$ cat config.mk
export PLATFORM = sky130hd
export DESIGN_NAME = logic_gate_sweep
export DESIGN_NICKNAME = d
export VERILOG_FILES = /design/src/rtl/logic_gate_pkg.sv /design/src/rtl/logic_gate_sweep_gate_eval.sv /design/src/rtl/logic_gate_sweep.sv
export SDC_FILE = /design/constraint.sdc
export NUM_CORES = 1
export LEC_CHECK = 0
export ABC_AREA = 1
export ABC_CLOCK_PERIOD_IN_PS = 2400
export CAP_MARGIN = 10
export CORE_MARGIN = 3
export CORE_UTILIZATION = 50
export CTS_BUF_LIST = sky130_fd_sc_hd__clkbuf_8 sky130_fd_sc_hd__clkbuf_16
export DETAILED_ROUTE_END_ITERATION = 8
export GPL_TIMING_DRIVEN = 1
export PLACE_DENSITY_LB_ADDON = 0.1
export SKIP_LAST_GASP = 1
export SLEW_MARGIN = 25
export SYNTH_ARGS = -nofsm -noshare
export SYNTH_HDL_FRONTEND = slang
export SYNTH_SLANG_ARGS = --single-unit
$ cat constraint.sdc
create_clock -name clk -period 2.4 [get_ports clk]
set_input_delay 0.72 -clock clk [delete_from_list [all_inputs] [get_ports clk]]
set_output_delay 0.72 -clock clk [all_outputs]
set_load 0.02 [all_outputs]
$ cat src/rtl/logic_gate_pkg.sv
// Shared definitions for logic_gate_sweep: gate op encodings, FSM state type
// and the op legality check.
package logic_gate_pkg;

  localparam logic [2:0] OP_AND  = 3'd0;
  localparam logic [2:0] OP_OR   = 3'd1;
  localparam logic [2:0] OP_NAND = 3'd2;
  localparam logic [2:0] OP_NOR  = 3'd3;
  localparam logic [2:0] OP_XOR  = 3'd4;
  localparam logic [2:0] OP_XNOR = 3'd5;

  typedef enum logic [1:0] {
    ST_IDLE,
    ST_SWEEP,
    ST_DONE
  } state_t;

  function automatic logic op_legal(input logic [2:0] op);
    return op <= OP_XNOR;
  endfunction

endpackage

$ cat src/rtl/logic_gate_sweep_gate_eval.sv
// gate_eval: combinational N_IN-input gate selected by op; illegal ops give 0.
module gate_eval
  import logic_gate_pkg::*;
#(
  parameter int unsigned N_IN = 2
) (
  input  logic [N_IN-1:0] in,
  input  logic [2:0]      op,
  output logic            out
);

  always_comb begin
    out = 1'b0;
    case (op)
      OP_AND:  out = &in;
      OP_OR:   out = |in;
      OP_NAND: out = ~&in;
      OP_NOR:  out = ~|in;
      OP_XOR:  out = ^in;
      OP_XNOR: out = ~^in;
      default: out = 1'b0;
    endcase
  end

endmodule

$ cat src/rtl/logic_gate_sweep.sv
// logic_gate_sweep: walks every input combination of an N_IN-input gate and
// captures the truth table. Optional LOGIC_GATE_SWEEP_CMP_EN adds exp/mismatch.
module logic_gate_sweep
  import logic_gate_pkg::*;
#(
  parameter int unsigned N_IN  = 2,
  parameter int unsigned DEPTH = 2 ** N_IN
) (
  input  logic             clk,
  input  logic             rst,
  input  logic             start,
  input  logic [2:0]       op,
  input  logic             hold,
`ifdef LOGIC_GATE_SWEEP_CMP_EN
  input  logic [DEPTH-1:0] exp,
  output logic             mismatch,
`endif
  output logic [N_IN-1:0]  vec,
  output logic             y,
  output logic             valid,
  output logic             busy,
  output logic             done,
  output logic             err,
  output logic [DEPTH-1:0] tt,
  output logic [N_IN:0]    ones
);

  localparam int unsigned OW = N_IN + 1;
  localparam logic [N_IN-1:0] IDX_LAST = N_IN'(DEPTH - 1);

  state_t          state, state_nxt;
  logic [2:0]      op_q;
  logic [N_IN-1:0] idx;
  logic            f;
  logic            last;

  gate_eval #(.N_IN(N_IN)) u_eval (
    .in (idx),
    .op (op_q),
    .out(f)
  );

  assign last = (idx == IDX_LAST);

  always_ff @(posedge clk or posedge rst) begin
    if (rst) state <= ST_IDLE;
    else     state <= state_nxt;
  end

  always_comb begin
    state_nxt = state;
    busy      = (state == ST_SWEEP);
    case (state)
      ST_IDLE:  if (start) state_nxt = op_legal(op) ? ST_SWEEP : ST_DONE;
      ST_SWEEP: if (!hold && last) state_nxt = ST_DONE;
      ST_DONE:  state_nxt = ST_IDLE;
      default:  state_nxt = ST_IDLE;
    endcase
  end

  // done is registered off the DONE state so it trails the last valid by a cycle
  always_ff @(posedge clk or posedge rst) begin
    if (rst) begin
      vec      <= '0;
      y        <= 1'b0;
      valid    <= 1'b0;
      done     <= 1'b0;
      err      <= 1'b0;
      tt       <= '0;
      ones     <= '0;
      idx      <= '0;
      op_q     <= '0;
`ifdef LOGIC_GATE_SWEEP_CMP_EN
      mismatch <= 1'b0;
`endif
    end else begin
      valid <= 1'b0;
      done  <= (state == ST_DONE);
      case (state)
        ST_IDLE: begin
          if (start) begin
            op_q     <= op;
            err      <= ~op_legal(op);
            tt       <= '0;
            ones     <= '0;
            idx      <= '0;
`ifdef LOGIC_GATE_SWEEP_CMP_EN
            mismatch <= 1'b0;
`endif
          end
        end
        ST_SWEEP: begin
          if (!hold) begin
            vec     <= idx;
            y       <= f;
            valid   <= 1'b1;
            tt[idx] <= f;
            ones    <= ones + OW'(f);
            if (!last) idx <= idx + N_IN'(1);
          end
        end
        ST_DONE: begin
`ifdef LOGIC_GATE_SWEEP_CMP_EN
          mismatch <= (tt != exp);
`endif
        end
        default: ;
      endcase
    end
  end

endmodule

# Yosys cells after proc, flatten, opt, wreduce, memory -nomap -nowiden
# Index checks and enable logic that the tools add are counted.
# totals
latch_bits,0
memories,0
mem_bits_ro,0
output_inout_bits,14
wordCells,66
ff_bits,20
ramBits,0
in_bits,7
# classes
reduce_logical,17
muxes,20
shifts,0
eq_ne,12
n_addsub,2
div_mod_pow,0
bitwise,2
mul,0
magnitude_cmp,3
# op_table
cell,count
2-bit two-way mux,6
4-bit two-way mux,2
2-bit one-hot mux with 2 select lines,2
4-bit one-hot mux with 2 select lines,1
2-bit AND reduction,4
"3-bit by 2-bit equality test with 1-bit output, second input constant",2
"3-bit equality test, second input constant",2
3-bit two-way mux,2
"2-bit inequality test, second input constant",3
1-bit one-hot mux with 6 select lines,1
3-bit one-hot mux with 2 select lines,1
4-bit bitwise mux,1
"2-bit equality test, second input constant",2
4-bit AND reduction,1
3-bit by 1-bit adder with 3-bit output,1
"3-bit by 1-bit equality test with 1-bit output, second input constant",1
"3-bit less-or-equal comparator, second input constant",1
1-bit zero test,3
3-bit zero test,1
"2-bit by 3-bit < comparator with 1-bit output, second input constant",1
1-bit two-way mux,3
3-bit AND reduction,1
"2-bit by 1-bit adder with 2-bit output, second input constant",1
1-bit demux with 2-bit select,1
other kinds (10),12

# Longest topological paths before layout
# logic_depth
word_depth,7
ltp_mapped,11
depth_no_buf,11

# Cells and area by module
# From an unflattened synthesis, not the netlist that was laid out.
# unflattened
hier_cells,136
hier_area_um2,1078.5
# modules_own_cells
mod,cells_each,n_inst,area_each_um2,seq_area_each_um2
logic_gate_sweep,118,1,987.2,500.5
gate_eval,18,1,91.3,0.0

# Worst setup path after synthesis
# No wires, ideal clock.
# synth_path
kind,register to register
start,register idx[0]
end,register ones[1]
period_less_slack_ps,1794
stages_incl_launch_ff,12
arrival_ps,1711
t_required_ps,2317
setup_time_ps,83
slack_ps,606
path_buffers,0
path_cell_list,dfrtp_1 > inv_1 > ha_1 > inv_1 > nand2_1 > nand3_1 > nand3_1 > nand2_1 > ha_1 > ha_1 > nand2_1 > o21ai_0
# synth_via
elab_chain_cells,6
word_cells_on_any_way,10
cone_classes,1 x add/sub; 3 x mux; 6 x reduce/logical
# synth_rtl
item,line,source
"start, declared",logic_gate_sweep.sv:33,logic [N_IN-1:0] idx;
"start signal, assigned",logic_gate_sweep.sv:99,if (!last) idx <= idx + N_IN'(1);
2-bit OR reduction or 2-bit AND reduction (tied branches),--,
1-bit zero test (on tied branches),"logic_gate_sweep_gate_eval.sv:18, logic_gate_sweep_gate_eval.sv:17",
1-bit one-hot mux with 6 select lines (*),logic_gate_sweep_gate_eval.sv:14,case (op)
named net f,logic_gate_sweep.sv:34,logic f;
3-bit by 1-bit adder with 3-bit output (*),logic_gate_sweep.sv:98,ones <= ones + OW'(f);
3-bit two-way mux (*),logic_gate_sweep.sv:93,if (!hold) begin
3-bit one-hot mux with 2 select lines (*),logic_gate_sweep.sv:79,case (state)
"end signal, assigned",logic_gate_sweep.sv:98,
"end, declared",logic_gate_sweep.sv:25,output logic [N_IN:0] ones
# Mark *: on every way through the listed nets, which the timed path passes. The rest lies on a longest branch. The select of a mux whose other input is x is not followed.
# A chain may end at the register's enable or synchronous reset.

# Worst setup path in the final report
# layout_path
start,register idx[0]
end,register ones[2]
# The elaborated chain is that of the path after synthesis.

==> impl_metrics.tcl <==
set metrics [dict create \
    status "completed" \
    wl_per_cell_um 11.3 \
    path_class "reg2reg" \
    start_util_pct 56.5 \
    synth.avg_cell_area_um2 8.75 \
    maxClockFrequency_ghz 0.499 \
    yosys_warnings 0 \
    leakage_nw 0.710 \
    crit_arrival_ns 2.15 \
    whs_ns 0.485 \
    rows 15 \
    diodes 0 \
    synthCells 120 \
    core-area_mm2 0.00186 \
    setup.worst_path.start_class "register" \
    clk_pin_slew_worst_paths_ns 0.08 \
    fin_crit_ns 2.00 \
    drive_gt1_share_pct 12.4 \
    io_pins 21 \
    final_nets 159 \
    tns_ns 0 \
    peakVddDrop_mv 0.651 \
    drtIter0Drc 11 \
    post-route-period-util_pct 83.5 \
    setup_viol 0 \
    syn_area_mm2 0.00105 \
    skew_ns 0.00603 \
    clk_latency_ns 0.26 \
    clk_path_buf_depth 2 \
    cts.htree.levels 1 \
    first_pass_iters 4 \
    required_ns 2.55 \
    postCtsHoldBufs 0 \
    yosysSeqAreaShare_pct 47.7 \
    viasPerCell 4.85 \
    die_area_mm2 0.00269 \
    ys_ff_latch 20 \
    place_congestion 0.775 \
    synth_cell_type_count 21 \
    maxSlewViolCount 0 \
    powerDensity_mw_per_mm2 1250 \
    cts_resized 0 \
    worst_pin_slew_ns 0.251 \
    dp.final_hpwl_um 1490 \
    synth_area_leader_cell "dfrtp_1" \
    ctsRootBufferMaster "clkbuf_8" \
    hold_viol_final 0 \
    antenna_found_initial 0 \
    grt_max_degree 21 \
    worstPathMaxFanout 4 \
    synthesis.nets 133 \
    place_inst 166 \
    drc 0 \
    wirelength_um 1920 \
    ant_nets 0 \
    maxCapViolations 0 \
    worstHoldPathType "reg2reg" \
    grt_pass1_wl_um 3480 \
    overflow 0 \
    ys_top_cells_by_area "dfrtp_1 48%, inv_1 8.6%, nand2_1 8.6%" \
    post-cts-setup-buffer-count 0 \
    rsz0062_at_grt "no" \
    grt_pass1_vias 821 \
    numPortBuffers 20 \
    vias 825 \
    yosys.area.top_type_share_pct 47.7 \
    area_growth_pct 27.9 \
    tritoncts "done" \
    die_w_um 51.8 \
    max_slew_margin_pct 83.2 \
    cp-end-kind "register" \
    die-height_um 51.8 \
    power_mw 1.68 \
    clock_sinks 20 \
    cts_buffers 3 \
    final_cell_count_no_fill 170 \
    globalRouteTotalUtil_pct 17.0 \
]
registers in the layout, summed over array words and instances, names as in the netlist:
signal,flops
idx,2
done,1
err,1
ones,3
tt,4
vec,2
y,1
valid,1
state,2
op_q,3
metal layers:
layer  part of all wire (%)  vias up  global-route usage (%)
li1                       -      428                       -
met1                     48      373                    21.4
met2                     47       18                    28.9
met5                      0        -                       0
met4                    1.8        0                    6.99
met3                    3.1        6                    2.58
final timing paths:
| path | start | end | slack (ns) | cells after the start |
|---|---|---|---|---|
| min reg2reg | vec[1]$_DFFE_PP0P_ | vec[1]$_DFFE_PP0P_ | 0.48 | 2 |
| max | idx[0]$_DFFE_PP0P_ | ones[2]$_DFFE_PP0P_ | 0.40 | 11 |
| min | vec[1]$_DFFE_PP0P_ | vec[1]$_DFFE_PP0P_ | 0.48 | 2 |
| max reg2reg | idx[0]$_DFFE_PP0P_ | ones[2]$_DFFE_PP0P_ | 0.40 | 11 |
| min in group asynchronous | rst | done$_DFF_PP0_ | 0.79 | 3 |
| max in group asynchronous | rst | idx[0]$_DFFE_PP0P_ | 1.40 | 3 |
placed cells by master (no fill, tap or decap):
cell,instances
inv_1,24
nor3_1,1
and3_4,1
nor2_1,3
inv_2,2
dfrtp_1,20
nor3_2,1
o22ai_1,1
a21oi_1,4
nand2_4,2
a21oi_4,1
clkdlybuf4s50_1,19
nand3_1,9
nand2_1,24
mux2i_1,1
nor2_4,2
ha_1,6
nand4_1,3
a21oi_2,1
dlymetal6s2s_1,1
clkbuf_8,4
nand2_2,2
o21ai_0,11
buf_4,2
cells in the mapped netlist:
library cell,instances
o21ai_0,11
nand2_2,2
dfrtp_1,20
a21oi_1,4
nand2_1,24
nor2_4,2
nand3_1,9
and3_4,1
nor3_2,1
o22ai_1,1
ha_1,6
a21oi_2,1
inv_2,2
nor2_1,3
nor3_1,1
mux2i_1,1
inv_1,24
a21oi_4,1
buf_6,1
nand4_1,3
nand2_4,2
final cells by class:
| cell class | count | area (um2) |
|---|---|---|
| multi-input combinational | 73 | 440 |
| inverter | 26 | 97.6 |
| fill | 147 | 515 |
| tap | 25 | 31.3 |
| sequential | 20 | 500 |
| timing repair buffer | 22 | 218 |
| clock buffer | 4 | 55.1 |
kinds of logic (layout without fill, tap and decap cells):
logic type	count (synthesis)	in the layout	share of synthesized area [%]
multiplexers	1	1	0.954
adder cells (fa/ha/maj)	6	6	7.15
buffers and inverters	27	52	10.4
flip-flops	20	20	47.7
AND/OR/NAND/NOR	48	48	23.7
AO/OA/AOI/OAI	18	18	10.1
through the flow:
stage / worst slack, ns / util [%] / instance area, um2
2_1_floorplan: 0.606 / - / 1050
5_1_grt: 0.159 / 72.3 / 1340
3_3_place_gp: 0.372 / 69.2 / 1280
3_5_place_dp: 0.346 / 69.2 / 1280
4_1_cts: 0.0505 / 72.1 / 1340
6_report: 0.396 / 72.3 / 1340
critical path, stage by stage, from the launching register on:
cell	delay (ns)
dfrtp_1	0.38
inv_1	0.10
ha_1	0.31
inv_1	0.05
nand2_1	0.05
nand3_1	0.07
nand3_1	0.16
nand2_1	0.13
ha_1	0.20
ha_1	0.19
a21oi_1	0.19
nor3_2	0.06
report_power, final:
part           total (mW)  internal (mW)  switching [mW]  leakage, nW
Combinational       0.878          0.354           0.524        0.421
Clock               0.254          0.146           0.108       0.0288
Sequential          0.549          0.465          0.0838        0.261
Note: power is estimated with default switching activity, not from simulation.
